## src/rtl/hamming_secded_decoder_if.sv

```systemverilog
// Stream and status bundle for hamming_secded_decoder.
//   in_valid / in_ready / in_codeword     : 16-bit codeword input stream
//   out_valid / out_ready / out_data      : 11-bit decoded message output stream
//   out_err_corrected / out_err_uncorrectable / out_syndrome : per-word status
//   clr_counts                            : synchronous clear of both error counters
//   corr_count / uncorr_count             : saturating error counters (CNT_W bits)
// master = producer/consumer side, slave = decoder side.
interface hamming_secded_decoder_if #(
    parameter int unsigned CNT_W = 16
);
    logic             in_valid;
    logic             in_ready;
    logic [15:0]      in_codeword;
    logic             out_valid;
    logic             out_ready;
    logic [10:0]      out_data;
    logic             out_err_corrected;
    logic             out_err_uncorrectable;
    logic [3:0]       out_syndrome;
    logic             clr_counts;
    logic [CNT_W-1:0] corr_count;
    logic [CNT_W-1:0] uncorr_count;

    modport master (
        output in_valid, in_codeword, out_ready, clr_counts,
        input  in_ready, out_valid, out_data, out_err_corrected,
               out_err_uncorrectable, out_syndrome, corr_count, uncorr_count
    );

    modport slave (
        input  in_valid, in_codeword, out_ready, clr_counts,
        output in_ready, out_valid, out_data, out_err_corrected,
               out_err_uncorrectable, out_syndrome, corr_count, uncorr_count
    );
endinterface

```

## src/rtl/hamming_secded_decoder.sv

```systemverilog
// Two-stage pipelined extended-Hamming (16,11) SECDED decoder.
// Stage 1 registers the codeword with its syndrome and overall parity;
// stage 2 corrects/classifies and registers the result onto the outputs.
// Ports:
//   clk  : rising-edge clock
//   rst  : synchronous active-high reset
//   bus  : hamming_secded_decoder_if.slave (input/output streams, status, counters)
module hamming_secded_decoder #(
    parameter int unsigned CNT_W = 16
) (
    input logic                       clk,
    input logic                       rst,
    hamming_secded_decoder_if.slave   bus
);
    localparam int unsigned CW_W   = 16;
    localparam int unsigned DATA_W = 11;
    localparam int unsigned SYN_W  = 4;
    localparam logic [CNT_W-1:0] CNT_MAX = '1;

    // Syndrome: bit k is the XOR of every codeword bit whose index has bit k set.
    function automatic logic [SYN_W-1:0] calc_syndrome(input logic [CW_W-1:0] cw);
        logic [SYN_W-1:0] syn;
        logic [SYN_W-1:0] idx;
        syn = '0;
        for (int i = 0; i < int'(CW_W); i++) begin
            idx = SYN_W'(i);
            for (int k = 0; k < int'(SYN_W); k++) begin
                if (idx[k]) syn[k] = syn[k] ^ cw[i];
            end
        end
        return syn;
    endfunction

    logic              s1_valid;
    logic [CW_W-1:0]   s1_cw;
    logic [SYN_W-1:0]  s1_syn;
    logic              s1_p;

    logic              out_valid_q;
    logic [DATA_W-1:0] out_data_q;
    logic              out_corr_q;
    logic              out_uncorr_q;
    logic [SYN_W-1:0]  out_syn_q;
    logic [CNT_W-1:0]  corr_q;
    logic [CNT_W-1:0]  uncorr_q;

    logic              s2_adv;
    logic              s1_adv;
    logic              out_xfer;
    logic [SYN_W-1:0]  in_syn;
    logic              in_p;
    logic [CW_W-1:0]   flip_mask;
    logic [CW_W-1:0]   fixed_cw;
    logic [DATA_W-1:0] s2_data;
    logic              s2_corr;
    logic              s2_uncorr;

    // Pipeline advance conditions; in_ready has no skid buffer behind it.
    always_comb begin
        s2_adv   = !out_valid_q || bus.out_ready;
        s1_adv   = !s1_valid || s2_adv;
        out_xfer = out_valid_q && bus.out_ready;
    end

    assign bus.in_ready = !rst && s1_adv;

    always_comb begin
        in_syn = calc_syndrome(bus.in_codeword);
        in_p   = ^bus.in_codeword;
    end

    // Stage 1: capture codeword, syndrome and overall parity.
    always_ff @(posedge clk) begin
        if (rst) begin
            s1_valid <= 1'b0;
            s1_cw    <= '0;
            s1_syn   <= '0;
            s1_p     <= 1'b0;
        end else if (s1_adv) begin
            s1_valid <= bus.in_valid;
            if (bus.in_valid) begin
                s1_cw  <= bus.in_codeword;
                s1_syn <= in_syn;
                s1_p   <= in_p;
            end
        end
    end

    // Odd overall parity means a single error at index s (s==0 is the parity bit
    // itself); even parity with s!=0 is a double error and the word is left raw.
    always_comb begin
        flip_mask = '0;
        if (s1_p) flip_mask = CW_W'(1) << s1_syn;
        fixed_cw  = s1_cw ^ flip_mask;
        s2_data   = {fixed_cw[15:9], fixed_cw[7:5], fixed_cw[3]};
        s2_corr   = s1_p;
        s2_uncorr = !s1_p && (s1_syn != '0);
    end

    // Stage 2: output registers, held while the consumer stalls.
    always_ff @(posedge clk) begin
        if (rst) begin
            out_valid_q  <= 1'b0;
            out_data_q   <= '0;
            out_corr_q   <= 1'b0;
            out_uncorr_q <= 1'b0;
            out_syn_q    <= '0;
        end else if (s2_adv) begin
            out_valid_q <= s1_valid;
            if (s1_valid) begin
                out_data_q   <= s2_data;
                out_corr_q   <= s2_corr;
                out_uncorr_q <= s2_uncorr;
                out_syn_q    <= s1_syn;
            end
        end
    end

    // Saturating counters of delivered words; a clear beats a coincident increment.
    always_ff @(posedge clk) begin
        if (rst || bus.clr_counts) begin
            corr_q   <= '0;
            uncorr_q <= '0;
        end else if (out_xfer) begin
            if (out_corr_q && (corr_q != CNT_MAX))     corr_q   <= corr_q + CNT_W'(1);
            if (out_uncorr_q && (uncorr_q != CNT_MAX)) uncorr_q <= uncorr_q + CNT_W'(1);
        end
    end

    assign bus.out_valid             = out_valid_q;
    assign bus.out_data              = out_data_q;
    assign bus.out_err_corrected     = out_corr_q;
    assign bus.out_err_uncorrectable = out_uncorr_q;
    assign bus.out_syndrome          = out_syn_q;
    assign bus.corr_count            = corr_q;
    assign bus.uncorr_count          = uncorr_q;
endmodule

```

## src/flat_wrapper.sv

```systemverilog
// flat-port wrapper written by rule: the top's interface ports become plain ports
module hamming_secded_decoder_flat 
#(
    parameter int unsigned CNT_W = 16
)
  (clk, rst, bus_in_valid, bus_in_codeword, bus_out_ready, bus_clr_counts, bus_in_ready, bus_out_valid, bus_out_data, bus_out_err_corrected, bus_out_err_uncorrectable, bus_out_syndrome, bus_corr_count, bus_uncorr_count);
  hamming_secded_decoder_if #(.CNT_W(CNT_W)) bus_i ();
  input logic clk;
  input logic rst;
  input wire logic [$bits(bus_i.in_valid)-1:0] bus_in_valid;
  input wire logic [$bits(bus_i.in_codeword)-1:0] bus_in_codeword;
  input wire logic [$bits(bus_i.out_ready)-1:0] bus_out_ready;
  input wire logic [$bits(bus_i.clr_counts)-1:0] bus_clr_counts;
  output wire logic [$bits(bus_i.in_ready)-1:0] bus_in_ready;
  output wire logic [$bits(bus_i.out_valid)-1:0] bus_out_valid;
  output wire logic [$bits(bus_i.out_data)-1:0] bus_out_data;
  output wire logic [$bits(bus_i.out_err_corrected)-1:0] bus_out_err_corrected;
  output wire logic [$bits(bus_i.out_err_uncorrectable)-1:0] bus_out_err_uncorrectable;
  output wire logic [$bits(bus_i.out_syndrome)-1:0] bus_out_syndrome;
  output wire logic [$bits(bus_i.corr_count)-1:0] bus_corr_count;
  output wire logic [$bits(bus_i.uncorr_count)-1:0] bus_uncorr_count;
  assign bus_i.in_valid = bus_in_valid;
  assign bus_i.in_codeword = bus_in_codeword;
  assign bus_i.out_ready = bus_out_ready;
  assign bus_i.clr_counts = bus_clr_counts;
  assign bus_in_ready = bus_i.in_ready;
  assign bus_out_valid = bus_i.out_valid;
  assign bus_out_data = bus_i.out_data;
  assign bus_out_err_corrected = bus_i.out_err_corrected;
  assign bus_out_err_uncorrectable = bus_i.out_err_uncorrectable;
  assign bus_out_syndrome = bus_i.out_syndrome;
  assign bus_corr_count = bus_i.corr_count;
  assign bus_uncorr_count = bus_i.uncorr_count;
  hamming_secded_decoder #(.CNT_W(CNT_W)) u_core (.clk(clk), .rst(rst), .bus(bus_i));
endmodule
```

## config.mk

```make
export PLATFORM = sky130hd
export DESIGN_NAME = hamming_secded_decoder_flat
export DESIGN_NICKNAME = d
export VERILOG_FILES = /design/src/rtl/hamming_secded_decoder_if.sv /design/src/rtl/hamming_secded_decoder.sv /design/src/flat_wrapper.sv
export SDC_FILE = /design/constraint.sdc
export NUM_CORES = 1
export LEC_CHECK = 0
export BUFFER_PORTS_ARGS = -buffer_cell sky130_fd_sc_hd__buf_2
export CORE_ASPECT_RATIO = 1.1
export CORE_MARGIN = 2
export CORE_UTILIZATION = 35
export CTS_CLUSTER_DIAMETER = 30
export DETAILED_ROUTE_END_ITERATION = 8
export PLACE_DENSITY = 0.67
export REMOVE_ABC_BUFFERS = 1
export SETUP_SLACK_MARGIN = 0.4
export SLEW_MARGIN = 20
export SYNTH_ARGS = -nofsm -noshare
export SYNTH_HDL_FRONTEND = slang
export SYNTH_SLANG_ARGS = --single-unit
```

## constraint.sdc

```tcl
create_clock -name clk -period 5.8 [get_ports clk]
set_clock_uncertainty 0.2 [all_clocks]
set_input_delay 0.29 -clock clk [delete_from_list [all_inputs] [get_ports clk]]
set_output_delay 0.29 -clock clk [all_outputs]
set_load 0.005 [all_outputs]
```

==> impl_results.md, run 1 <==
* Endpoints failing setup at 0
* Async SR Flop Fraction at 0
* Post-synth EDFFs at 0
* Ant diodes at 0
* Cells on worst reg2reg path at 7
* Reg2reg setup slack at 3500 ps
* Core Area at 0.00892 mm2
* Critical Path Start Type: flop
* Hold depth at 3
* Design area at 0.00395 mm2
* First-pass GRT wire length at 12.0 mm
* Internal Power at 819 uW
* P per Cell Area at 275 mW/mm2
* Post-synthesis cell type count at 45
* Worst-skew pair later-pin latency at 350 ps
* Setup ws final at 3500 ps
* CTS Buf Count at 9
* Seq pwr share at 0.457
* Ranking of synthesized cells by area: dfxtp_1 41%, xnor2_1 14%, nor2_1 6.9%, nand2_1 5.3%, a211oi_1 3.7%
* Buffers added on ports at 71
* Vias at 2855
* CTS root buf: clkbuf_8
* #FFs+latches synth at 67
* Register area share after synthesis at 0.414
* Num ports at 72
* DR WL met2 at 3.38 mm
* Initial core utilization at 0.363
* Status: finished, final reports clean
* Mapped Area at 0.00324 mm2
* Synth top area share at 0.414
* Buffer count from post-CTS setup fixing at 0
* Placed cell area at 0.00368 mm2
* Largest area contributor in the netlist: dfxtp_1
* Sw Ratio at 0.245
* Worst r2r src: u_core.bus.uncorr_count[0]$_SDFFE_PP0P_
* Die height at 105 um
* Clock Power Share at 0.434
* CTS tree: yes
* Relative slew slack at 0.531
* Initial DRT Pass Iterations at 4
* Leakage at 0.00145 uW
* DR iter-0 viols at 57
* Wirelength per Cell at 12.8 um
* Largest net degree at the start of global routing at 38
* Clock buffer depth at 2
* Vias per cell at 5.04
* Setup crit end kind: flop
* Yosys warns at 0
* Gate count of the mapped netlist at 381
* Final min period at 2300 ps
* Reg clk slew, reported paths at 80 ps
* Final hold vios at 0
* M1 WL at 3.34 mm
* GRT overflow at 0
* Max Freq at 0.435 GHz
* Worst Path Max Fanout at 6
* Crit path arrival time at 2300 ps
* Sw power at 265 uW
* Die width at 95.7 um
* # clock sinks at 67
* Hold Crit Class: in2reg
* Setup TNS at 0 ps
* Area growth syn-to-layout at 21.8%
* Reg2Reg Capture Point: u_core.bus.uncorr_count[4]$_SDFFE_PP0P_
* Final non-filler cell total at 567
* Combinational group share of total power at 0.109
* Dpl cells at 549
* DR DRC count at 0
* Die Area at 0.0100 mm2
* Main synth FF type: dfxtp_1
* GRT Resource Usage Total at 0.147
* Detailed placer's ending HPWL at 5.28 mm
* Pre-CTS worst setup slack at 3500 ps
* Critical Path RT at 5810 ps
* Hold Path Sink: u_core.s1_cw[11]$_SDFFE_PP0P_
* WL met3 at 391 um
* Syn_area_per_cell at 8.51 um2
* Worst IR Drop VDD at 0.000142 V
* RSZ-0062 raised after global routing: no
* Max Cap Viol at 0
* Top Metal Used: met4
* Critical setup path kind: reg2reg
* Remaining antenna violation count at 0
* Final max-slew violation count at 0
* # rows at 36
* Layout cells sized above 1 at 0.227
* Total Routed Length at 7.27 mm
* Initial antenna violation count at 0
* Final net count at 471
* Hold_sp: bus_in_codeword[11]
* H-tree levels at 3
* Final critical-path share of the clock period at 0.396
* Vias in the first global route at 2634
* GP Congestion at 0.816
* Tightest Pin Transition at 698 ps
[registers in the layout (all words and copies together), names as in the netlist, 4 cells and up]
name / count
u_core.bus.corr_count: 16
u_core.bus.out_data: 11
u_core.bus.out_syndrome: 4
u_core.bus.uncorr_count: 16
u_core.s1_cw: 11
u_core.s1_syn: 4
[stage by stage]
stage	utilization	power, uW	hold slack, ps
final	0.443	1080	18.7
after global routing	0.443	1130	23.1
after CTS	0.442	1100	4.26
after detailed placement	0.412	625	252
after global placement	0.412	622	246
after floorplan	-	583	159
[how the worst max path moves through the flow]
stage                                                  startpoint                                 endpoint  slack (ps)  cells after the start
final                     u_core.bus.uncorr_count[0]$_SDFFE_PP0P_  u_core.bus.uncorr_count[4]$_SDFFE_PP0P_        3500                      7
after global routing      u_core.bus.uncorr_count[0]$_SDFFE_PP0P_  u_core.bus.uncorr_count[4]$_SDFFE_PP0P_        3340                      7
after CTS                   u_core.bus.corr_count[0]$_SDFFE_PP0P_    u_core.bus.corr_count[3]$_SDFFE_PP0P_        3460                      6
after detailed placement    u_core.bus.corr_count[0]$_SDFFE_PP0P_    u_core.bus.corr_count[0]$_SDFFE_PP0P_        3500                      6
after global placement      u_core.bus.corr_count[0]$_SDFFE_PP0P_    u_core.bus.corr_count[0]$_SDFFE_PP0P_        3530                      6
after floorplan             u_core.bus.corr_count[0]$_SDFFE_PP0P_    u_core.bus.corr_count[0]$_SDFFE_PP0P_        3300                      6
[synth_stat cells (4+ instances only)]
cell / instances
nor4_1: 4
nand3_1: 11
clkbuf_1: 11
nand2_1: 46
nor3_2: 4
a211oi_1: 16
xor2_1: 13
a21oi_1: 23
buf_2: 5
and4_1: 5
xnor2_1: 50
nor3_1: 11
nor2_1: 60
nand4_1: 10
dfxtp_1: 67
[logic make-up after synthesis]
| group | share of synthesized area |
|---|---|
| adder cells (fa/ha/maj) | 0.00772 |
| AND/OR/NAND/NOR | 0.282 |
| flip-flops | 0.414 |
| buffers and inverters | 0.0274 |
| AO/OA/AOI/OAI | 0.0938 |
| XOR/XNOR | 0.175 |
[cell type report]
cell class	count	area [um2]
clock inverter	7	116
timing repair buffer	75	390
tap	114	143
clock buffer	9	124
inverter	2	7.51
multi-input combinational	293	1830
sequential	67	1340
fill	907	4970
[power by group through the flow]
stage               Combinational [uW]  Sequential (uW)  Clock [uW]
floorplan                         80.0              503           0
global placement                   116              506           0
detailed placement                 118              507           0
CTS                                119              496         480
global route                       130              499         498
finish                             118              496         470
[cell usage in the layout, fill, tap and decap left out, drive strengths merged, types with 3 or more instances in the layout]
cell and instances:
xor2 13, clkinv 3, nor4 5, nand4 10, a211oi 16, nor3 15, nor3b 3, dfxtp 67
nor2 60, and4 5, a21oi 23, nor4b 3, xnor2 51, nand3 13, bufinv 3, and3 3
o21ai 3, nand2 46, nand2b 3, clkbuf 9, buf 73
[critical path, cell delays in order, from the launching register on]
cell	delay, ps
dfxtp_1	400
ha_1	290
and4_1	210
nor4bb_1	540
buf_4	260
nor4b_2	50
xnor2_1	150
nor2_1	50
[metal layers]
metal  global-route usage  vias to the layer above
met3               0.0260                       13
met1                0.184                     1317
met2                0.243                       78
met5                    0                        -
li1                     -                     1447
met4               0.0653                        0
[what timing repair did]
action	in CTS	in global routing
hold endpoints to repair	2	0
setup endpoints to repair	0	0
hold buffers	2	0
resized for setup	0	0
Power figures use the tool's default switching activity.
==> inputs of run 2 (changes only) <==
- PLACE_DENSITY: 0.67 -> 0.69
- clock period: 5.8 -> 2 ns (I/O delays scaled with it)
==> impl_results.md, run 2 (same netlist as run 1, synthesis figures left out) <==
* Ant diodes at 0
* CTS Buf Count at 9
* Hold WS at 28.8 ps
* Detailed placer's ending HPWL at 5.42 mm
* Layout cells sized above 1 at 0.420
* Core Area at 0.00892 mm2
* Initial antenna violation count at 0
* Crit path arrival time at 1800 ps
* Initial core utilization at 0.363
* Max Freq at 0.559 GHz
* Reg clk slew, reported paths at 70 ps
* Buffers added on ports at 71
* Sequential Area at 0.00140 mm2
* Worst IR Drop VDD at 0.000421 V
* Most common cell after layout, fill and taps aside: buf_2
* Final non-filler cell total at 619
* Most frequent cells in the layout: 69 x buf_2, 57 x nor2_1, 49 x xnor2_1, 43 x nand2_1, 35 x dfxtp_1
* Hold Crit Class: in2reg
* Dpl cells at 564
* Remaining antenna violation count at 0
* Final max-slew violation count at 0
* First-pass GRT wire length at 13.5 mm
* Clock buffer depth at 2
* Setup crit end kind: flop
* Worst-skew pair later-pin latency at 350 ps
* DR iter-0 viols at 82
* Die Area at 0.0100 mm2
* Multi-input logic area at 0.00215 mm2
* Setup TNS at 0 ps
* Die height at 105 um
* Final net count at 523
* Hold_sp: bus_out_ready
* Critical setup path kind: reg2reg
* Worst Path Max Fanout at 5
* Area growth syn-to-layout at 48.3%
* Worst r2r src: u_core.bus.corr_count[1]$_SDFFE_PP0P_
* Num ports at 72
* Final critical-path share of the clock period at 0.895
* Max Cap Viol at 0
* RSZ-0062 raised after global routing: yes
* Critical Path Start Type: flop
* Total Routed Length at 9.20 mm
* Largest net degree at the start of global routing at 37
* Status: finished, final reports clean
* Wirelength per Cell at 14.9 um
* Vias in the first global route at 2820
* Vias at 3165
* Final min period at 1790 ps
* Design area at 0.00480 mm2
* CTS tree: yes
* GRT Resource Usage Total at 0.169
* Initial DRT Pass Iterations at 4
* H-tree levels at 3
* GRT overflow at 0
* Post-layout util at 0.539
* P per Cell Area at 652 mW/mm2
* DR DRC count at 0
* Fill cells at 816
* Placed cell area at 0.00379 mm2
* Die width at 95.7 um
* CTS root buf: clkbuf_8
* # clock sinks at 67
* # rows at 36
* CP startpoint: u_core.bus.corr_count[1]$_SDFFE_PP0P_
* Vias per cell at 5.11
* GP Congestion at 0.809
* Relative slew slack at 0.565
* Leakage at 0.00185 uW
* Endpoints failing setup at 0
* Final hold vios at 0
* Critical Path RT at 2010 ps
* Tightest Pin Transition at 652 ps
run 2: cell count changes in the layout (fill, tap and decap cells not counted), moves of 4 or more:
cell           delta
buf_6            +11
nand3_1           -4
buf_4            +30
nor3_1            -6
dfxtp_2          +26
dlygate4sd3_1     +8
dfxtp_1          -32
nor3_4            +5
dfxtp_4           +6
run 2: area by class of cell:
| type | count | share of cell area |
|---|---|---|
| sequential | 67 | 0.291 |
| clock buffer | 10 | 0.0286 |
| inverter | 2 | 0.00156 |
| multi-input combinational | 293 | 0.447 |
| tap | 114 | 0.0297 |
| timing repair buffer | 127 | 0.184 |
| clock inverter | 6 | 0.0185 |
run 2: per-layer routing:
| metal | part of all wire | GRT usage | up-vias |
|---|---|---|---|
| li1 | - | - | 1544 |
| met1 | 0.40 | 0.213 | 1495 |
| met2 | 0.53 | 0.275 | 105 |
| met3 | 0.048 | 0.0339 | 21 |
| met4 | 0.022 | 0.0745 | 0 |
| met5 | 0 | 0 | - |
run 2: power by group:
group / total (uW) / internal (uW) / leakage [uW] / switching, uW
Sequential: 1440 / 1380 / 0.000563 / 59.2
Combinational: 392 / 195 / 0.00118 / 197
Clock: 1300 / 736 / 0.000108 / 562
run 2: critical path, stage by stage, from the launching register on:
cell     delay [ps]
dfxtp_4         380
ha_4            160
nand3_4          80
nor4_4          290
buf_4           170
buf_8           120
nor3_2           50
xnor2_1         160
nor2_1           50
run 2: repair_timing:
item / 4_1_cts / 5_1_grt
buffers inserted: 14 / 10
gates cloned: 1 / 1
setup endpoints to repair: 51 / 57
pin swaps: 13 / 30
hold endpoints to repair: 13 / 0
resized for setup: 51 / 68
hold buffers: 13 / 0
run 2: per-stage QoR:
stage	setup WS, ps	power (uW)
CTS	230	3110
floorplan	-504	1690
global placement	73.2	1810
finish	211	3130
global route	80.6	3260
detailed placement	-27.5	1810
run 2: worst paths after layout:
check,slack (ps),endpoint,cells after the start
worst max-delay path,210,u_core.bus.corr_count[2]$_SDFFE_PP0P_,8
worst min-delay path,30,u_core.s1_valid$_SDFFE_PP0N_,4
worst max register to register,210,u_core.bus.corr_count[2]$_SDFFE_PP0P_,8
worst min register to register,250,u_core.bus.out_syndrome[3]$_SDFFE_PP0P_,2
